## config.mk

```make
export PLATFORM = sky130hd
export DESIGN_NAME = oculink_perst_ctrl_flat
export DESIGN_NICKNAME = d
export VERILOG_FILES = /design/src/rtl/oculink_pkg.sv /design/src/rtl/oculink_perst_ctrl_if.sv /design/src/rtl/cdc_sync2.sv /design/src/rtl/oculink_perst_ctrl.sv /design/src/flat_wrapper.sv
export SDC_FILE = /design/constraint.sdc
export NUM_CORES = 1
export LEC_CHECK = 0
export ABC_AREA = 1
export CORE_UTILIZATION = 45
export DETAILED_ROUTE_END_ITERATION = 10
export PLACE_DENSITY = 0.74
export SYNTH_ARGS = -nofsm -noshare
export SYNTH_HDL_FRONTEND = slang
export SYNTH_SLANG_ARGS = --single-unit
```

## constraint.sdc

```tcl
create_clock -name sys_clk -period 1.8 [get_ports sys_clk]
set_input_delay 0.36 -clock sys_clk [delete_from_list [all_inputs] [get_ports sys_clk]]
set_output_delay 0.36 -clock sys_clk [all_outputs]
set_load 0.005 [all_outputs]
```

## src/rtl/oculink_pkg.sv

```systemverilog
// rtl/oculink_pkg.sv - shared state encoding and timing defaults for OCuLink link bring-up
// Purpose: state codes (also decoded by the status CSRs) and the 250 MHz PERST# hold default.
// Ports:   none (package).
package oculink_pkg;

  typedef enum logic [2:0] {
    ST_IDLE       = 3'd0,
    ST_DEBOUNCE   = 3'd1,
    ST_PERST_HOLD = 3'd2,
    ST_TRAIN      = 3'd3,
    ST_UP         = 3'd4,
    ST_FAIL       = 3'd5
  } state_t;

  // 100 ms of PERST# low at a 250 MHz block clock.
  localparam int unsigned PERST_HOLD_CYC_250MHZ = 25_000_000;

  // PERST# is released only while training or with the link up.
  function automatic logic perst_released(state_t s);
    return (s == ST_TRAIN) || (s == ST_UP);
  endfunction

endpackage

```

## src/rtl/oculink_perst_ctrl_if.sv

```systemverilog
// rtl/oculink_perst_ctrl_if.sv - control/status bundle between a port sequencer and its environment
// Purpose: groups cable/link inputs and PERST#/status outputs of oculink_perst_ctrl.
// Ports:   cprsnt, enable, link_up, sw_reset_req (to sequencer);
//          perst_n, link_ready, link_fail, state, retry_cnt (from sequencer).
interface oculink_perst_ctrl_if;
  import oculink_pkg::*;

  logic       cprsnt;
  logic       enable;
  logic       link_up;
  logic       sw_reset_req;
  logic       perst_n;
  logic       link_ready;
  logic       link_fail;
  state_t     state;
  logic [3:0] retry_cnt;

  modport master (
    output cprsnt, enable, link_up, sw_reset_req,
    input  perst_n, link_ready, link_fail, state, retry_cnt
  );

  modport slave (
    input  cprsnt, enable, link_up, sw_reset_req,
    output perst_n, link_ready, link_fail, state, retry_cnt
  );

endinterface

```

## src/rtl/cdc_sync2.sv

```systemverilog
// rtl/cdc_sync2.sv - generic two-flop synchronizer for asynchronous level inputs
// Purpose: brings an asynchronous strap into the clk domain.
// Ports:   clk, rst (async, active-high, loads RST_VAL), d (async in), q (synchronized out).
module cdc_sync2 #(
  parameter logic RST_VAL = 1'b0
) (
  input  logic clk,
  input  logic rst,
  input  logic d,
  output logic q
);

  logic meta;

  always_ff @(posedge clk or posedge rst) begin
    if (rst) begin
      meta <= RST_VAL;
      q    <= RST_VAL;
    end else begin
      meta <= d;
      q    <= meta;
    end
  end

endmodule

```

## src/rtl/oculink_perst_ctrl.sv

```systemverilog
// rtl/oculink_perst_ctrl.sv - OCuLink PERST# bring-up sequencer with debounce, retry and failure
// Purpose: debounces cable-present, holds PERST#, releases it, waits for link-up, retries on timeout.
// Ports:   sys_clk, sys_rst (async, active-high);
//          bus.slave: cprsnt (async, active-low), enable, link_up, sw_reset_req in;
//                     perst_n, link_ready, link_fail, state, retry_cnt out.
module oculink_perst_ctrl
  import oculink_pkg::*;
#(
  parameter int unsigned DEBOUNCE_CYC     = 1000,
  parameter int unsigned PERST_HOLD_CYC   = PERST_HOLD_CYC_250MHZ,
  parameter int unsigned LINK_TIMEOUT_CYC = 250_000_000,
  parameter int unsigned MAX_RETRY        = 3,
  parameter int unsigned CNT_W            = 32
) (
  input logic             sys_clk,
  input logic             sys_rst,
  oculink_perst_ctrl_if.slave bus
);

  localparam logic [CNT_W-1:0] DEBOUNCE_LAST = CNT_W'(DEBOUNCE_CYC - 1);
  localparam logic [CNT_W-1:0] HOLD_LAST     = CNT_W'(PERST_HOLD_CYC - 1);
  localparam logic [CNT_W-1:0] TIMEOUT_LAST  = CNT_W'(LINK_TIMEOUT_CYC - 1);
  localparam logic [3:0]       RETRY_LIMIT   = 4'(MAX_RETRY);

  logic             cprsnt_sync;
  logic             present;
  state_t           state_q, state_d;
  logic [CNT_W-1:0] cnt_q;
  logic [3:0]       retry_q, retry_d;
  logic             perst_n_q, link_ready_q, link_fail_q;

  // Synchronizer resets to "cable absent" (cprsnt is active-low).
  cdc_sync2 #(.RST_VAL(1'b1)) u_cprsnt_sync (
    .clk (sys_clk),
    .rst (sys_rst),
    .d   (bus.cprsnt),
    .q   (cprsnt_sync)
  );

  assign present = ~cprsnt_sync;

  always_comb begin
    state_d = state_q;
    retry_d = retry_q;
    if (state_q != ST_IDLE && (!bus.enable || !present)) begin
      // Cable loss or disable overrides everything, including a software request.
      state_d = ST_IDLE;
      retry_d = '0;
    end else if (bus.sw_reset_req &&
                 (state_q inside {ST_DEBOUNCE, ST_PERST_HOLD, ST_TRAIN, ST_UP})) begin
      state_d = ST_PERST_HOLD;
      retry_d = '0;
    end else begin
      case (state_q)
        ST_IDLE: begin
          if (bus.enable && present) state_d = ST_DEBOUNCE;
        end
        ST_DEBOUNCE: begin
          if (cnt_q == DEBOUNCE_LAST) state_d = ST_PERST_HOLD;
        end
        ST_PERST_HOLD: begin
          if (cnt_q == HOLD_LAST) state_d = ST_TRAIN;
        end
        ST_TRAIN: begin
          // link_up is tested first so it wins over a coincident timeout.
          if (bus.link_up) begin
            state_d = ST_UP;
            retry_d = '0;
          end else if (cnt_q == TIMEOUT_LAST) begin
            if (retry_q == RETRY_LIMIT) begin
              state_d = ST_FAIL;
            end else begin
              state_d = ST_PERST_HOLD;
              retry_d = retry_q + 4'd1;
            end
          end
        end
        ST_UP: begin
          if (!bus.link_up) state_d = ST_PERST_HOLD;
        end
        ST_FAIL: begin
          if (bus.sw_reset_req) begin
            state_d = ST_IDLE;
            retry_d = '0;
          end
        end
        default: begin
          state_d = ST_IDLE;
          retry_d = '0;
        end
      endcase
    end
  end

  // Outputs are registered from the next-state decode so they switch with state, glitch-free.
  always_ff @(posedge sys_clk or posedge sys_rst) begin
    if (sys_rst) begin
      state_q      <= ST_IDLE;
      cnt_q        <= '0;
      retry_q      <= '0;
      perst_n_q    <= 1'b0;
      link_ready_q <= 1'b0;
      link_fail_q  <= 1'b0;
    end else begin
      state_q      <= state_d;
      cnt_q        <= (state_d != state_q) ? '0 : cnt_q + CNT_W'(1);
      retry_q      <= retry_d;
      perst_n_q    <= perst_released(state_d);
      link_ready_q <= (state_d == ST_UP);
      link_fail_q  <= (state_d == ST_FAIL);
    end
  end

  assign bus.state      = state_q;
  assign bus.retry_cnt  = retry_q;
  assign bus.perst_n    = perst_n_q;
  assign bus.link_ready = link_ready_q;
  assign bus.link_fail  = link_fail_q;

endmodule

```

## src/flat_wrapper.sv

```systemverilog
// flat-port wrapper written by rule: the top's interface ports become plain ports
module oculink_perst_ctrl_flat import oculink_pkg::*;
#(
  parameter int unsigned DEBOUNCE_CYC     = 1000,
  parameter int unsigned PERST_HOLD_CYC   = PERST_HOLD_CYC_250MHZ,
  parameter int unsigned LINK_TIMEOUT_CYC = 250_000_000,
  parameter int unsigned MAX_RETRY        = 3,
  parameter int unsigned CNT_W            = 32
)
  (sys_clk, sys_rst, bus_cprsnt, bus_enable, bus_link_up, bus_sw_reset_req, bus_perst_n, bus_link_ready, bus_link_fail, bus_state, bus_retry_cnt);
  oculink_perst_ctrl_if bus_i ();
  input logic sys_clk;
  input logic sys_rst;
  input wire logic [$bits(bus_i.cprsnt)-1:0] bus_cprsnt;
  input wire logic [$bits(bus_i.enable)-1:0] bus_enable;
  input wire logic [$bits(bus_i.link_up)-1:0] bus_link_up;
  input wire logic [$bits(bus_i.sw_reset_req)-1:0] bus_sw_reset_req;
  output wire logic [$bits(bus_i.perst_n)-1:0] bus_perst_n;
  output wire logic [$bits(bus_i.link_ready)-1:0] bus_link_ready;
  output wire logic [$bits(bus_i.link_fail)-1:0] bus_link_fail;
  output wire logic [$bits(bus_i.state)-1:0] bus_state;
  output wire logic [$bits(bus_i.retry_cnt)-1:0] bus_retry_cnt;
  assign bus_i.cprsnt = bus_cprsnt;
  assign bus_i.enable = bus_enable;
  assign bus_i.link_up = bus_link_up;
  assign bus_i.sw_reset_req = bus_sw_reset_req;
  assign bus_perst_n = bus_i.perst_n;
  assign bus_link_ready = bus_i.link_ready;
  assign bus_link_fail = bus_i.link_fail;
  assign bus_state = bus_i.state;
  assign bus_retry_cnt = bus_i.retry_cnt;
  oculink_perst_ctrl #(.DEBOUNCE_CYC(DEBOUNCE_CYC), .PERST_HOLD_CYC(PERST_HOLD_CYC), .LINK_TIMEOUT_CYC(LINK_TIMEOUT_CYC), .MAX_RETRY(MAX_RETRY), .CNT_W(CNT_W)) u_core (.sys_clk(sys_clk), .sys_rst(sys_rst), .bus(bus_i));
endmodule
```

==> qor.txt <==
Post-synth EDFFs - 0
CTS clk-pin slew, worst paths - 0.09 ns
Synth top area cells - dfrtp_1, nor2_1, nand2_1, xor2_1, inv_1
Die area - 6130 um^2
Max cap viols - 0
Avg Cell Area, Syn - 7.40 um^2
Height of the die - 78.3 um
Tightest Hold Check Type - reg -> reg
DRT Wirelength - 7040 um
GPL Wtd Cong - 0.958
Pleak - 1.79 nW
CTS root buf - clkbuf_8
Nature of the critical path endpoint - flip-flop
Initial antenna violation count - 0
ANT nets after route - 0
Minimum clock period - 2.06 ns
Startpoint types - flip-flop
Detailed placer's ending HPWL - 4870 um
Synth cell types - 27
Port buffer count - 15
Vias in the first global route - 2570
Ant. Diodes - 0
Total gr overflow - 0
Reg-to-Reg Start - u_core.cnt_q[1]
Asr flop ratio synth - 1.00
GRT Overall Usage - 0.232
FF+latch count, synth - 44
Via count - 2707
Drt pass-1 iters - 4
Core ar. - 5570 um^2
Clock skew - 0.00470 ns
Hold depth - 0
RSZ-0062 raised after global routing - true
Synth warnings - 0
DR iter-0 viols - 147
Synth Cell Area - 2620 um^2
Final TNS setup - -8.27 ns
Clk sinks - 44
Violated checks - setup timing
Largest net degree at the start of global routing - 45
R2r worst-path depth - 14
CTS tree - built
Crit path DAT - 2.30 ns
Peak Freq - 0.485 GHz
Post-layout util - 0.711
Reg2reg setup slack - -0.26 ns
Slew Viols, Final - 0
Transition time of the tightest slew-check pin - 0.376 ns
Final net count - 490
Hold Startpoint - u_core.u_cprsnt_sync.meta
Status - finished, violations left
Slew HR - 0.747
Top-area cell type share of the netlist area - 0.401
Total CTS buffers - 5
Io pins - 16
Pwr/cell area - 944 nW/um^2
Post-route clock period utilization - 1.15
Max Root-Sink Buffers - 2
Row count - 27
DR WL/cell - 12.7 um
Share of layout cells above drive strength 1 - 0.356
DP Worst Slack - -0.325 ns
Endpoints failing setup - 36
VDD IR max - 1.31 mV
R2r endpoint - u_core.cnt_q[1]
Most common cell after layout, fill and taps aside - buf_4
DRC Markers - 0
Die X - 78.3 um
Commonest cells after routing, fill and taps aside - buf_4, nand2_1, nor2_1
Vias per cell - 4.88
Critical path fanouts, max - 23
Filler cells - 414
Yosys top cell by area - dfrtp_1
Final instance area - 3960 um^2
Area delta synth->final - 51.2%
Kind of critical path - reg -> reg
Worst skew pair latency - 0.30 ns
WP data required - 2.04 ns
H-tree levels - 2
Seq/Total Area, Yosys - 0.421
PnR worst setup slack - -0.264 ns
Hold Path Sink - u_core.u_cprsnt_sync.q
Layout Cells excl Fill - 555
Post-Synthesis Cells - 354
Placed Instances - 531
Post-Syn Nets - 362
Final hold vios - 0
Cell Area, Placed - 3570 um^2
Top FF cell, synth - dfrtp_1
Initial cell density of the core - 0.470
CP startpoint - u_core.cnt_q[1]
Global-route wire length before repair - 11100 um
[cell families after synthesis]
family,synth area share
and+or+nand+nor,0.351
buffers and inverters,0.0888
DFF,0.421
xor gates and xnor gates,0.104
AOI/OAI and AO/OA,0.0258
adders and majority gates,0.00955
[worst max-delay path, stage by stage (launching register included)]
cell     delay, ns
dfrtp_1       0.36
ha_2          0.19
nand2_2       0.08
nor2_4        0.14
nand3_2       0.10
nor2_4        0.12
nand3_2       0.12
nand2_1       0.08
nand4_1       0.16
nand2_1       0.13
nand2_1       0.07
nand2_2       0.08
nand3_4       0.09
buf_12        0.17
nor2_1        0.09
[Yosys cell counts, types with 2 or more instances]
cell,number
buf_6,3
nand4_1,8
nor3_1,16
dfrtp_1,42
xor2_1,30
nor2_1,77
nor3_2,2
o21ai_0,7
nor4_1,5
ha_1,2
nand3b_1,2
dfstp_2,2
nand2_2,2
inv_1,52
nand2_1,71
nor2_2,3
a21oi_1,2
nand3_1,19
[per-layer routing]
| layer | GRT usage | part of all wire |
|---|---|---|
| met2 | 0.389 | 0.48 |
| met5 | 0 | 0 |
| met4 | 0.0796 | 0.030 |
| met1 | 0.304 | 0.46 |
| met3 | 0.0384 | 0.026 |
[state kept, by name, summed over array words and instances, names as in the netlist]
name / flops
u_core.cnt_q: 32
u_core.bus.retry_cnt: 4
u_core.u_cprsnt_sync.q: 1
u_core.bus.link_fail: 1
u_core.bus.state: 3
u_core.bus.link_ready: 1
u_core.u_cprsnt_sync.meta: 1
u_core.bus.perst_n: 1
[stage by stage]
stage | hold WS, ns | power [mW]
after CTS | 0.369 | 3.39
after global placement | 0.345 | 2.45
after detailed placement | 0.355 | 2.48
after global routing | 0.370 | 3.95
after floorplan | 0.345 | 1.95
final | 0.366 | 3.74
[where the power goes]
part	internal [mW]	leakage [nW]	switching (mW)
clock network	0.454	0.0614	0.351
registers	1.06	0.598	0.0747
logic	0.865	1.13	0.934
total	2.38	1.79	1.36
[how the worst max path moves through the flow]
stage                                   to
after global routing      u_core.cnt_q[25]
final                      u_core.cnt_q[1]
after detailed placement  u_core.cnt_q[28]
after floorplan           u_core.cnt_q[10]
after global placement    u_core.cnt_q[14]
after CTS                 u_core.cnt_q[18]
[area by class of cell]
cell class	instances	area [um^2]	share of cell area
Sequential cell	44	1110	0.280
Clock buffer	6	82.6	0.0208
Timing Repair Buffer	124	1020	0.256
Tap cell	72	90.1	0.0227
Clock inverter	2	38.8	0.00979
Multi-Input combinational cell	254	1430	0.360
Inverter	53	199	0.0502
[timing repair]
action,in CTS,in global routing
pin swaps,2,12
gates cloned,0,0
hold buffers,0,0
setup endpoints to repair,37,41
setup buffers,5,12
hold endpoints to repair,0,0
resized for setup,9,42
(Power assumes the default switching activity.)
